`config.mk`:
```
export PLATFORM = sky130hd
export DESIGN_NAME = leaf_stream_bridge
export DESIGN_NICKNAME = d
export VERILOG_FILES = /design/src/rtl/leaf_stream_bridge.sv
export SDC_FILE = /design/constraint.sdc
export NUM_CORES = 1
export LEC_CHECK = 0
export CAP_MARGIN = 20
export CORE_MARGIN = 5
export CORE_UTILIZATION = 25
export CTS_BUF_LIST = sky130_fd_sc_hd__clkbuf_16
export CTS_CLUSTER_SIZE = 8
export DETAILED_ROUTE_END_ITERATION = 10
export SLEW_MARGIN = 20
export SYNTH_ARGS = -nofsm -noshare
export SYNTH_HDL_FRONTEND = slang
export SYNTH_SLANG_ARGS = --single-unit
```
`constraint.sdc`:
```
create_clock -name clk -period 8.1 [get_ports clk]
set_input_delay 0.81 -clock clk [delete_from_list [all_inputs] [get_ports clk]]
set_output_delay 0.81 -clock clk [all_outputs]
set_load 0.005 [all_outputs]
```
`src/rtl/leaf_stream_bridge.sv`:
```
// rtl/leaf_stream_bridge.sv - BFT leaf bridge: routed ingress FIFOs per port, round-robin egress with replay
module leaf_stream_bridge #(
    parameter int PACKET_BITS   = 49,
    parameter int PAYLOAD_BITS  = 32,
    parameter int NUM_LEAF_BITS = 5,
    parameter int NUM_PORT_BITS = 4,
    parameter int NUM_ADDR_BITS = 7,
    parameter int NUM_IN_PORTS  = 2,
    parameter int NUM_OUT_PORTS = 2,
    parameter int FIFO_DEPTH    = 16,
    parameter int SELF_LEAF     = 6
) (
    input  logic                                                  clk,
    input  logic                                                  reset,
    input  logic [PACKET_BITS-1:0]                                din_leaf_bft2interface,
    output logic [PACKET_BITS-1:0]                                dout_leaf_interface2bft,
    input  logic                                                  resend,
    input  logic [NUM_OUT_PORTS*(NUM_LEAF_BITS+NUM_PORT_BITS)-1:0] dest_cfg,
    output logic [NUM_IN_PORTS*PAYLOAD_BITS-1:0]                  dout_leaf_interface2user,
    output logic [NUM_IN_PORTS-1:0]                               vld_interface2user,
    input  logic [NUM_IN_PORTS-1:0]                               ack_user2interface,
    input  logic [NUM_OUT_PORTS*PAYLOAD_BITS-1:0]                 din_leaf_user2interface,
    input  logic [NUM_OUT_PORTS-1:0]                              vld_user2interface,
    output logic [NUM_OUT_PORTS-1:0]                              ack_interface2user,
    output logic [15:0]                                           drop_count
);
    localparam int DEST_BITS = NUM_LEAF_BITS + NUM_PORT_BITS;
    localparam int FIFO_AW   = $clog2(FIFO_DEPTH);
    localparam int PTR_W     = (NUM_OUT_PORTS > 1) ? $clog2(NUM_OUT_PORTS) : 1;
    localparam int CW        = PTR_W + 1;
    localparam logic [NUM_LEAF_BITS-1:0] SELF_ID = NUM_LEAF_BITS'(SELF_LEAF);

    logic                     in_valid;
    logic [NUM_LEAF_BITS-1:0] in_leaf;
    logic [NUM_PORT_BITS-1:0] in_port;
    logic [PAYLOAD_BITS-1:0]  in_payload;
    logic                     unused_in_seq;
    logic                     routed;
    logic                     drop;

    assign in_valid      = din_leaf_bft2interface[PACKET_BITS-1];
    assign in_leaf       = din_leaf_bft2interface[PACKET_BITS-2 -: NUM_LEAF_BITS];
    assign in_port       = din_leaf_bft2interface[PACKET_BITS-2-NUM_LEAF_BITS -: NUM_PORT_BITS];
    assign in_payload    = din_leaf_bft2interface[PAYLOAD_BITS-1:0];
    assign unused_in_seq = ^din_leaf_bft2interface[PAYLOAD_BITS +: NUM_ADDR_BITS];
    assign routed        = in_valid && (in_leaf == SELF_ID) && (32'(in_port) < NUM_IN_PORTS);

    logic [NUM_IN_PORTS-1:0] push;
    logic [NUM_IN_PORTS-1:0] pop;
    logic [NUM_IN_PORTS-1:0] full;

    generate
        for (genvar i = 0; i < NUM_IN_PORTS; i++) begin : g_fifo
            logic [PAYLOAD_BITS-1:0] mem [FIFO_DEPTH];
            logic [FIFO_AW:0]        wr_ptr;
            logic [FIFO_AW:0]        rd_ptr;
            logic                    empty;

            assign empty   = (wr_ptr == rd_ptr);
            assign full[i] = (wr_ptr[FIFO_AW] != rd_ptr[FIFO_AW]) &&
                             (wr_ptr[FIFO_AW-1:0] == rd_ptr[FIFO_AW-1:0]);
            assign vld_interface2user[i] = ~empty;
            assign pop[i]  = ~empty & ack_user2interface[i];
            // A full FIFO still takes the push when its head leaves in the same cycle.
            assign push[i] = routed && (32'(in_port) == i) && (~full[i] || pop[i]);
            assign dout_leaf_interface2user[i*PAYLOAD_BITS +: PAYLOAD_BITS] =
                empty ? '0 : mem[rd_ptr[FIFO_AW-1:0]];

            always_ff @(posedge clk or negedge reset) begin
                if (!reset) begin
                    wr_ptr <= '0;
                    rd_ptr <= '0;
                end else begin
                    if (push[i]) wr_ptr <= wr_ptr + 1'b1;
                    if (pop[i])  rd_ptr <= rd_ptr + 1'b1;
                end
            end

            always_ff @(posedge clk) begin
                if (push[i]) mem[wr_ptr[FIFO_AW-1:0]] <= in_payload;
            end
        end
    endgenerate

    assign drop = in_valid && ~(|push);

    // Egress only starts arbitrating after the first edge following reset release.
    logic                     run;
    logic [PTR_W-1:0]         rr_ptr;
    logic [CW-1:0]            cand;
    logic                     grant_any;
    logic [PTR_W-1:0]         grant_idx;
    logic [PTR_W-1:0]         next_ptr;
    logic [NUM_ADDR_BITS-1:0] seq [NUM_OUT_PORTS];
    logic [PACKET_BITS-1:0]   replay;
    logic [PACKET_BITS-1:0]   new_pkt;
    logic [DEST_BITS-1:0]     grant_dest;
    logic [PAYLOAD_BITS-1:0]  grant_payload;

    always_comb begin
        grant_any = 1'b0;
        grant_idx = '0;
        cand      = '0;
        for (int k = 0; k < NUM_OUT_PORTS; k++) begin
            cand = {1'b0, rr_ptr} + CW'(k);
            if (cand >= CW'(NUM_OUT_PORTS)) cand = cand - CW'(NUM_OUT_PORTS);
            if (!grant_any && vld_user2interface[cand[PTR_W-1:0]]) begin
                grant_any = 1'b1;
                grant_idx = cand[PTR_W-1:0];
            end
        end
        if (resend || !run) grant_any = 1'b0;
    end

    always_comb begin
        ack_interface2user = '0;
        if (grant_any) ack_interface2user[grant_idx] = 1'b1;
    end

    assign next_ptr      = (32'(grant_idx) == NUM_OUT_PORTS - 1) ? '0 : grant_idx + 1'b1;
    assign grant_dest    = dest_cfg[grant_idx*DEST_BITS +: DEST_BITS];
    assign grant_payload = din_leaf_user2interface[grant_idx*PAYLOAD_BITS +: PAYLOAD_BITS];
    assign new_pkt       = {1'b1, grant_dest, seq[grant_idx], grant_payload};

    always_ff @(posedge clk or negedge reset) begin
        if (!reset) begin
            run                     <= 1'b0;
            rr_ptr                  <= '0;
            dout_leaf_interface2bft <= '0;
            replay                  <= '0;
            drop_count              <= '0;
            for (int c = 0; c < NUM_OUT_PORTS; c++) seq[c] <= '0;
        end else begin
            run <= 1'b1;
            if (resend) begin
                dout_leaf_interface2bft <= replay;
            end else if (grant_any) begin
                dout_leaf_interface2bft <= new_pkt;
                replay                  <= new_pkt;
                seq[grant_idx]          <= seq[grant_idx] + 1'b1;
                rr_ptr                  <= next_ptr;
            end else begin
                dout_leaf_interface2bft <= '0;
            end
            if (drop && (drop_count != 16'hFFFF)) drop_count <= drop_count + 16'd1;
        end
    end
endmodule

```
After elaboration in Yosys (flattened, before gate mapping)
Memories as Yosys holds them, arrays and structs flattened.
Cells that the tools add are included.
{"block": "word_totals", "ff_bits": 150, "mem_bits_rw": 1024, "out_inout_bits": 133, "mem_count": 2}
{"name": "g_fifo[0].mem", "words": 16, "width": 32, "rd": 1, "rd_ports_with_merged_regs": 0, "write_ports": 1, "line_no": "54", "text": "logic [PAYLOAD_BITS-1:0] mem [FIFO_DEPTH];"}
{"name": "g_fifo[1].mem", "words": 16, "width": 32, "rd": 1, "rd_ports_with_merged_regs": 0, "write_ports": 1, "line_no": "54"}
{"block": "classes", "eq_ne": 9, "n_lt_le_gt_ge": 9, "reduce_logical": 21, "muxes": 29, "bitwise_logic": 9, "mul": 1, "shift": 2, "addsub": 10}
{"op": "49-bit 2-to-1 mux", "n": 2}
{"op": "32-bit 2-to-1 mux", "n": 2}
{"op": "64-bit by 7-bit variable part select with 32-bit output", "n": 1}
{"op": "7-bit 2-to-1 mux", "n": 4}
{"op": "5-bit by 1-bit adder with 5-bit output, second input constant", "n": 4}
{"op": "18-bit by 6-bit variable part select with 9-bit output", "n": 1}
{"op": "1-bit 2-to-1 mux", "n": 17}
{"op": "16-bit by 1-bit adder with 16-bit output, second input constant", "n": 1}
{"op": "16-bit inequality test, second input constant", "n": 1}
{"op": "14-bit bitwise mux", "n": 1}
{"op": "1-bit logical AND", "n": 13}
{"op": "5-bit == test", "n": 2}
{"op": "4-bit == test", "n": 2}
{"op": "7-bit by 1-bit adder with 7-bit output, second input constant", "n": 1}
{"op": "7-bit demux with 1-bit select", "n": 1}
{"op": "1-bit by 2-bit less-than comparator with 1-bit output, second input constant", "n": 3}
{"op": "1-bit NOT", "n": 6}
{"op": "5-bit by 3-bit == test with 1-bit output, second input constant", "n": 1}
{"op": "1-bit by 4-bit multiplier with 5-bit output, second input constant", "n": 1}
{"op": "4-bit by 1-bit == test with 1-bit output, second input constant", "n": 1}
{"op": "2-bit greater-or-equal comparator, second input constant", "n": 2}
{"op": "4-bit logical NOT", "n": 1}
{"op": "4-bit by 2-bit less-than comparator with 1-bit output, second input constant", "n": 1}
{"op": "1-bit logical OR", "n": 3}
{"op": "other kinds (14)", "n": 18}

Depth between registers and ports, before layout
Gate-level depths: netlist of run 1.
{"block": "depth", "depth_word": 14, "depth_mapped": 8}

Worst setup path after synthesis of run 1
Ideal clock, no wire load.
{"block": "synth_timing", "path_kind": "input port to flip-flop", "from": "input din_leaf_bft2interface[47]", "to": "memory g_fifo[1].mem[2][0] (enable)", "setup_time_ns": 0.461, "arrival_time_ns": 4.149, "t_required_ns": 7.639, "path_slack_ns": 3.490, "path_buffers": 1, "path_stages": 6, "cell_sequence": "nor4bb_1 > nand3_1 > a21oi_1 > buf_2 > nand2_1 > nor3_1"}
{"block": "synth_between", "elab_chain_cells": 7}
{"item": "from (decl)", "line_no": "15", "text": "input logic [PACKET_BITS-1:0] din_leaf_bft2interface,"}
{"item": "5-bit by 3-bit == test with 1-bit output", "line_no": "46", "text": "assign routed = in_valid && (in_leaf == SELF_ID) && (32'(in_port) < NUM_IN_PORTS);"}
{"item": "1-bit logical AND (2 in series)", "line_no": "46"}
{"item": "1-bit logical AND (2 in series)", "line_no": "65", "text": "assign push[i] = routed && (32'(in_port) == i) && (~full[i] || pop[i]);"}
{"item": "1-bit 2-to-1 mux", "line_no": "80", "text": "if (push[i]) mem[wr_ptr[FIFO_AW-1:0]] <= in_payload;"}
{"item": "1-bit 2-to-1 mux (not written as such)", "line_no": "80"}
{"item": "to (decl)", "line_no": "54"}
Every way passes these cells.

Final worst setup path of run 1
{"block": "layout_timing", "from": "register g_fifo[0].rd_ptr[0]", "to": "output dout_leaf_interface2user[8]"}
{"block": "layout_between", "elab_chain_cells": 2}
{"item": "from (decl)", "line_no": "56", "text": "logic [FIFO_AW:0] rd_ptr;"}
{"item": "from (signal assigned)", "line_no": "75", "text": "if (pop[i]) rd_ptr <= rd_ptr + 1'b1;"}
{"item": "memory 16 x 32 bit or 5-bit == test (tied branches)"}
{"item": "32-bit 2-to-1 mux *", "line_no": "67", "text": "empty ? '0 : mem[rd_ptr[FIFO_AW-1:0]];"}
{"item": "to (decl)", "line_no": "19", "text": "output logic [NUM_IN_PORTS*PAYLOAD_BITS-1:0] dout_leaf_interface2user,"}
Mark *: on every way between the ends. The rest lies on a longest branch, timed or not.

==> impl_results.md, run 1 <==
* Outcome: completed
* Router iterations before antenna repair at 5
* Layout Nets at 2,771
* RSZ-0062 raised after global routing: false
* Worst setup path startpoint: g_fifo[0].rd_ptr[0]
* Clk slew on worst S/H paths at around 0.050 ns
* Final WL at 111,900 um
* Die height at 436.9 um
* # rows at 156
* Post-synth EDFFs at 1,024
* Cell Count Post-Placement at 4,823
* Root Driver: clkbuf_16
* TritonCTS clock tree: yes
* Total grt overflow at 0
* Placement Setup Slack at approximately 3.6 ns
* Min Clock Period, post-route at about 5.0 ns
* Wire per inst at 22.26 um
* Share of cells above drive strength 1 at 0.2336
* Crit Path Category: reg2out
* Setup Skew at roughly 0.042 ns
* Setup slack, reg-to-reg at 4.73 ns
* GR Util All Layers at 0.1152
* IO Pins at approximately 270
* Syn nets at 2,397
* Final Hold Viols at 0
* Vias/cell at 4.502
* Final Non-Filler Cells at about 5,000
* Worst r2r src: g_fifo[0].rd_ptr[2]
* Setup TNS at 0 ns
* Initial Util at 0.2518
* Largest net degree at the start of global routing at 110
* Distinct cells, synth at 45
* Htree depth at 4
* Setup violations, final at 0
* 1st-iter DRT viols at 1,808
* Worst-margin pin slew at ~1 ns
* Max-slew violations at 0
* Max_cap viols at 0
* Postcts setup bufs at 0
* PD cells at 321.1 mW/mm^2
* Maximum clock frequency at 0.2011 GHz
* Core area at 0.1809 mm^2
* First-pass GRT wire length at ~160,000 um
* FF+latch count, synth at 1,174
* Reg area at 0.03453 mm^2
* DR DRC count at 0
* Async set or reset register ratio after synthesis at 0.1278
* Cts repair resizes at 0
* Main flop type after synthesis: edfxtp_1
* Synthesis Warnings at 0
* Setup slack after layout at ~3.1 ns
* Clk sinks at between 1,000 and 1,500
* Critical path arrival at about 4.2 ns
* Fin util at 0.3088
* Startpoint types: flip-flop
* Area taken by multi-input logic gates at 0.01058 mm^2
* Die ar. at 0.1909 mm^2
* Routability cong. at 0.7820
* Post-route ant nets at 0
* Area Overhead vs Synth at 22.62%
* Die Wd at roughly 440 um
* Number of global-route vias before repair at ~24,000
* Clock Path Buffers at 3
* Tcrit/Tclk final at 0.6138
* Sequential area share after synthesis at 0.7572
* Slew margin rel. at 0.3227
* Hpwl dp at 63,150 um
* Critical path peak fanout at 109
* CP Capture Type: output port
* Cts bufs inserted at ~170
* Leakage power at 0.01854 uW
* IO Port Bufs at 263
* Initial antenna violation count at 11
* Fill cells at 17,336
* Latest clock arrival within the worst-skew pair at 0.77 ns
* WP data required at 7.29 ns
* Worst vdd ir at 0.1847 mV
* Hold buffer count at cts at 0
* Syn avg cell area at just over 20 um^2
* Synthesized area at 0.04557 mm^2
* Vias post-DR at 22,626
* Mapped Cells at 2,247
* Hold Path Class: in2async
[layout by cell type, fill, tap and decap left out, drive strengths merged, types with 27 or more instances in the layout]
master            n
clkdlybuf4s50   245
xor2             32
nor2b            69
dfrtp           150
inv              28
and3             27
buf              83
mux2i            36
mux4            288
edfxtp         1024
clkbuf          168
a211oi           65
nand2           193
nand3            92
[logic make-up after synthesis]
family / share of synthesized area
buffers and inverters: 0.01301
and+or+nand+nor: 0.04962
muxes: 0.1525
AOI/OAI and AO/OA: 0.01417
other: 0.00008229
DFF: 0.7572
xor gates and xnor gates: 0.01019
adders and majority gates: 0.003295
[synthesized netlist by cell type, types with 21 or more instances]
cell	n	area share
edfxtp_1	1024	0.67
mux4_2	288	0.14
nand2_1	193	0.016
dfrtp_1	150	0.082
nand3_1	92	0.010
nor2b_1	69	0.0095
clkbuf_1	66	0.0054
a211oi_1	65	0.011
mux2i_1	36	0.0079
xor2_1	32	0.0062
and3_1	27	0.0037
buf_2	24	0.0026
xnor2_1	21	0.0040
[sequential cells by signal (all words and copies together) (netlist names)]
name / count
seq: 14
run: 1
g_fifo.rd_ptr: 10
replay: 49
dout_leaf_interface2bft: 49
drop_count: 16
g_fifo.mem: 1024
g_fifo.wr_ptr: 10
rr_ptr: 1
[path summary, 6_finish.rpt]
check	end	cells after the start
worst max register to register	g_fifo[0].mem[8][24]	7
worst min register to register	dout_leaf_interface2bft[40]	2
max in group asynchronous	g_fifo[1].rd_ptr[3]	2
min in group clk	dout_leaf_interface2bft[40]	2
worst max-delay path	dout_leaf_interface2user[8]	5
worst min-delay path	drop_count[10]	1
[area by class of cell]
cell class / instances / share of cell area
Sequential cell: 1174 / 0.6180
Multi-Input combinational cell: 941 / 0.1894
Clock buffer: 167 / 0.07479
Timing Repair Buffer: 329 / 0.05520
Tap cell: 2370 / 0.05307
Clock inverter: 34 / 0.008890
Inverter: 9 / 0.0006046
Antenna cell: 2 / 0.00008957
[per-stage QoR]
step	hold slack (ns)	power, uW	instance area, um^2
2_1_floorplan	0.4350	9909	45570
3_3_place_gp	0.4533	11940	51260
3_5_place_dp	0.4553	11950	51250
4_1_cts	0.1765	18310	55930
5_1_grt	0.1897	18790	55870
6_report	0.1588	17940	55870
[per-layer routing]
layer  wire (um)  vias to the layer above  GRT usage
li1            -                     9769          -
met1       45970                    11947     0.1450
met2       55920                      689     0.1957
met3        7322                      205    0.03031
met4        2571                       16    0.03286
met5          98                        -          0
[report_power, final]
| part | switching (uW) | total [uW] | internal [uW] |
|---|---|---|---|
| sequential | 281 | 7030 | 6750 |
| combinational | 2110 | 4630 | 2520 |
| clock | 2510 | 6280 | 3760 |
[critical path, stage by stage, from the launching register on]
cell and delay, ns:
dfrtp_4 0.75, buf_12 0.65, mux4_2 0.61, mux4_2 0.48
nor2b_1 0.22, clkdlybuf4s50_1 0.50
(Power assumes the default switching activity.)
==> run 2: changes to the inputs <==
- clock period: 8.1 -> 4.7 ns (I/O delays scaled with it)
==> run 2 against run 1 <==
Via count increased by 0.16%. Combinational power grew 80%. Cell count is 1.2% higher. Die area is the same. Largest cell class unchanged. Critical endpoint is now dout_leaf_interface2user[44]. Design area is 0.88% higher. Wire length is essentially flat. Clock power rose by 70%. Worst hold slack gained 0.067 ns. Clock-buffer cell count rose by 1. Power increased by 73%. Largest power group unchanged. Core utilization increased by 0.27 points.
==> impl_results.md, run 2 (synthesized netlist as in run 1, its figures left out) <==
* Vias/cell at 4.457
* 1st-iter DRT viols at 1,737
* Post-route design area at 0.05637 mm^2
* Cts bufs inserted at 167
* Worst-margin pin slew at 1.034 ns
* Clk slew on worst S/H paths at 0.05 ns
* Cts repair resizes at 0
* Hold buffer count at cts at 1
* Leakage power at 0.01886 uW
* Share of cells above drive strength 1 at 0.2408
* Die Wd at around 440 um
* Initial Util at 0.2518
* Max-slew violations at 0
* Setup TNS at 0 ns
* First-pass GRT wire length at ~160,000 um
* Hold path start: din_leaf_bft2interface[15]
* IO Port Bufs at ~260
* Slew margin rel. at 0.3096
* CP Cell Sequence: xor2_1, nor4_2, and2_2, buf_4, a211oi_1, clkdlybuf4s50_1
* Postcts setup bufs at 0
* Core area at about 0.18 mm^2
* Worst reg2reg path depth at 7
* CP peak stage delay at between 0.7 and 0.8 ns
* Worst Hold End: g_fifo[0].mem[3][15]
* Hpwl dp at between 60,000 and 70,000 um
* Clk sinks at ~1,200
* Outcome: completed
* Largest register FFs at 1,024
* Maximum clock frequency at 0.2270 GHz
* Critical path arrival at 3.94 ns
* Htree depth at 4
* RSZ-0062 raised after global routing: false
* Worst path slowest cell: dfrtp_4
* Logic depth of the worst path, buffers included at 6
* Min Clock Period, post-route at 4.406 ns
* Crit Path Category: reg2out
* Root Driver: clkbuf_16
* PD cells at 551.5 mW/mm^2
* CP Capture Type: output port
* Setup Skew at 0.04323 ns
* WP data required at 4.23 ns
* Setup violations, final at 0
* Startpoint types: flip-flop
* Most common cell after layout, fill and taps aside: edfxtp_1
* Vias post-DR at 22,662
* RR Endpoint: g_fifo[1].rd_ptr[1]
* GR Util All Layers at 0.1153
* Critical path buffers and inverters at 2
* Critical path peak fanout at 29
* Die ar. at 0.1909 mm^2
* Final WL at 112,000 um
* Commonest non-fill, non-tap cells in the layout: 1,024 x edfxtp_1, 288 x mux4_2, 246 x clkdlybuf4s50_1
* Die height at 436.9 um
* DR DRC count at 0
* Hold Path Depth at 1
* Largest net degree at the start of global routing at 81
* Tcrit/Tclk final at 0.9375
* Initial antenna violation count at 13
* Wire per inst at 22.02 um
* Placed Area at 0.05172 mm^2
* Final Hold Viols at 0
* Routability cong. at 0.7821
* Setup slack, reg-to-reg at 1.64 ns
* Layout Nets at 2,807
* Hold Path Class: in2reg
* Post-route ant nets at 0
* # rows at 156
* Area Overhead vs Synth at 23.69%
* Max_cap viols at 0
* Total grt overflow at 0
* Worst r2r src: g_fifo[1].rd_ptr[0]
* CP top delay family: buffers and inverters
* Router iterations before antenna repair at 5
* Number of global-route vias before repair at roughly 24,000
* Clock Path Buffers at 3
* TritonCTS clock tree: yes
* Latest clock arrival within the worst-skew pair at 0.77 ns
* Worst vdd ir at 0.2972 mV
* IO Pins at roughly 270
run 2: changes by cell type in the layout (fill, tap and decap cells not counted), sizes merged:
cell and change:
diode +1, bufinv -2, clkinvlp +1, buf +34, dlygate4sd3 +1, clkdlybuf4s50 +1
clkinv +1, inv +22
run 2: area by class of cell:
class,count,area [um^2]
fill,17282,124600
tap,2370,2965
inverter,9,33.78
clock buffer,168,4204
clock inverter,56,478.0
sequential,1174,34530
antenna,3,7.507
multi-input combinational,941,10570
timing repair buffer,364,3577
run 2: worst max path at each step:
stage | from | to | slack, ns
detailed placement | din_leaf_bft2interface[48] | g_fifo[0].mem[5][8] | 0.94
global placement | din_leaf_bft2interface[48] | g_fifo[0].mem[2][6] | 0.98
CTS | g_fifo[1].rd_ptr[2] | dout_leaf_interface2user[44] | 0.09
finish | g_fifo[1].rd_ptr[2] | dout_leaf_interface2user[44] | 0.29
floorplan | din_leaf_bft2interface[47] | g_fifo[1].mem[2][0] | 0.43
global route | g_fifo[1].rd_ptr[0] | dout_leaf_interface2user[46] | 0.15
run 2: metal layers:
metal | wire length [um] | track usage | vias to the layer above
met3 | 6949 | 0.03132 | 159
li1 | - | - | 9856
met5 | 93 | 0 | -
met1 | 45600 | 0.1425 | 11973
met4 | 1884 | 0.02801 | 18
met2 | 57440 | 0.2005 | 656
run 2: per-stage QoR:
stage / hold WS (ns) / total power [uW] / instances / setup slack, ns / util
6_report: 0.2253 / 31080 / 5085 / 0.2937 / 0.3115
5_1_grt: 0.1979 / 32540 / 5083 / 0.1455 / 0.3115
4_1_cts: 0.1985 / 31720 / 5082 / 0.09114 / 0.3118
3_5_place_dp: 0.4568 / 20870 / 4857 / 0.9439 / 0.2858
3_3_place_gp: 0.4535 / 20850 / 4857 / 0.9755 / 0.2860
2_1_floorplan: 0.1744 / 17080 / 2247 / 0.4296 / -
run 2: worst reg2reg max path, cell delays in order, from the launching register on:
cell,delay [ns]
dfrtp_4,0.64
xor2_1,0.22
nor4_2,0.43
and2_2,0.85
buf_4,0.28
inv_1,0.08
nand2_1,0.10
mux2_2,0.34
run 2: report_power, final:
| part | internal (uW) | switching (uW) | total [uW] | leakage (uW) |
|---|---|---|---|---|
| Sequential | 11600 | 420 | 12100 | 0.0111 |
| Combinational | 4510 | 3810 | 8320 | 0.00540 |
| Clock | 6410 | 4300 | 10700 | 0.00241 |
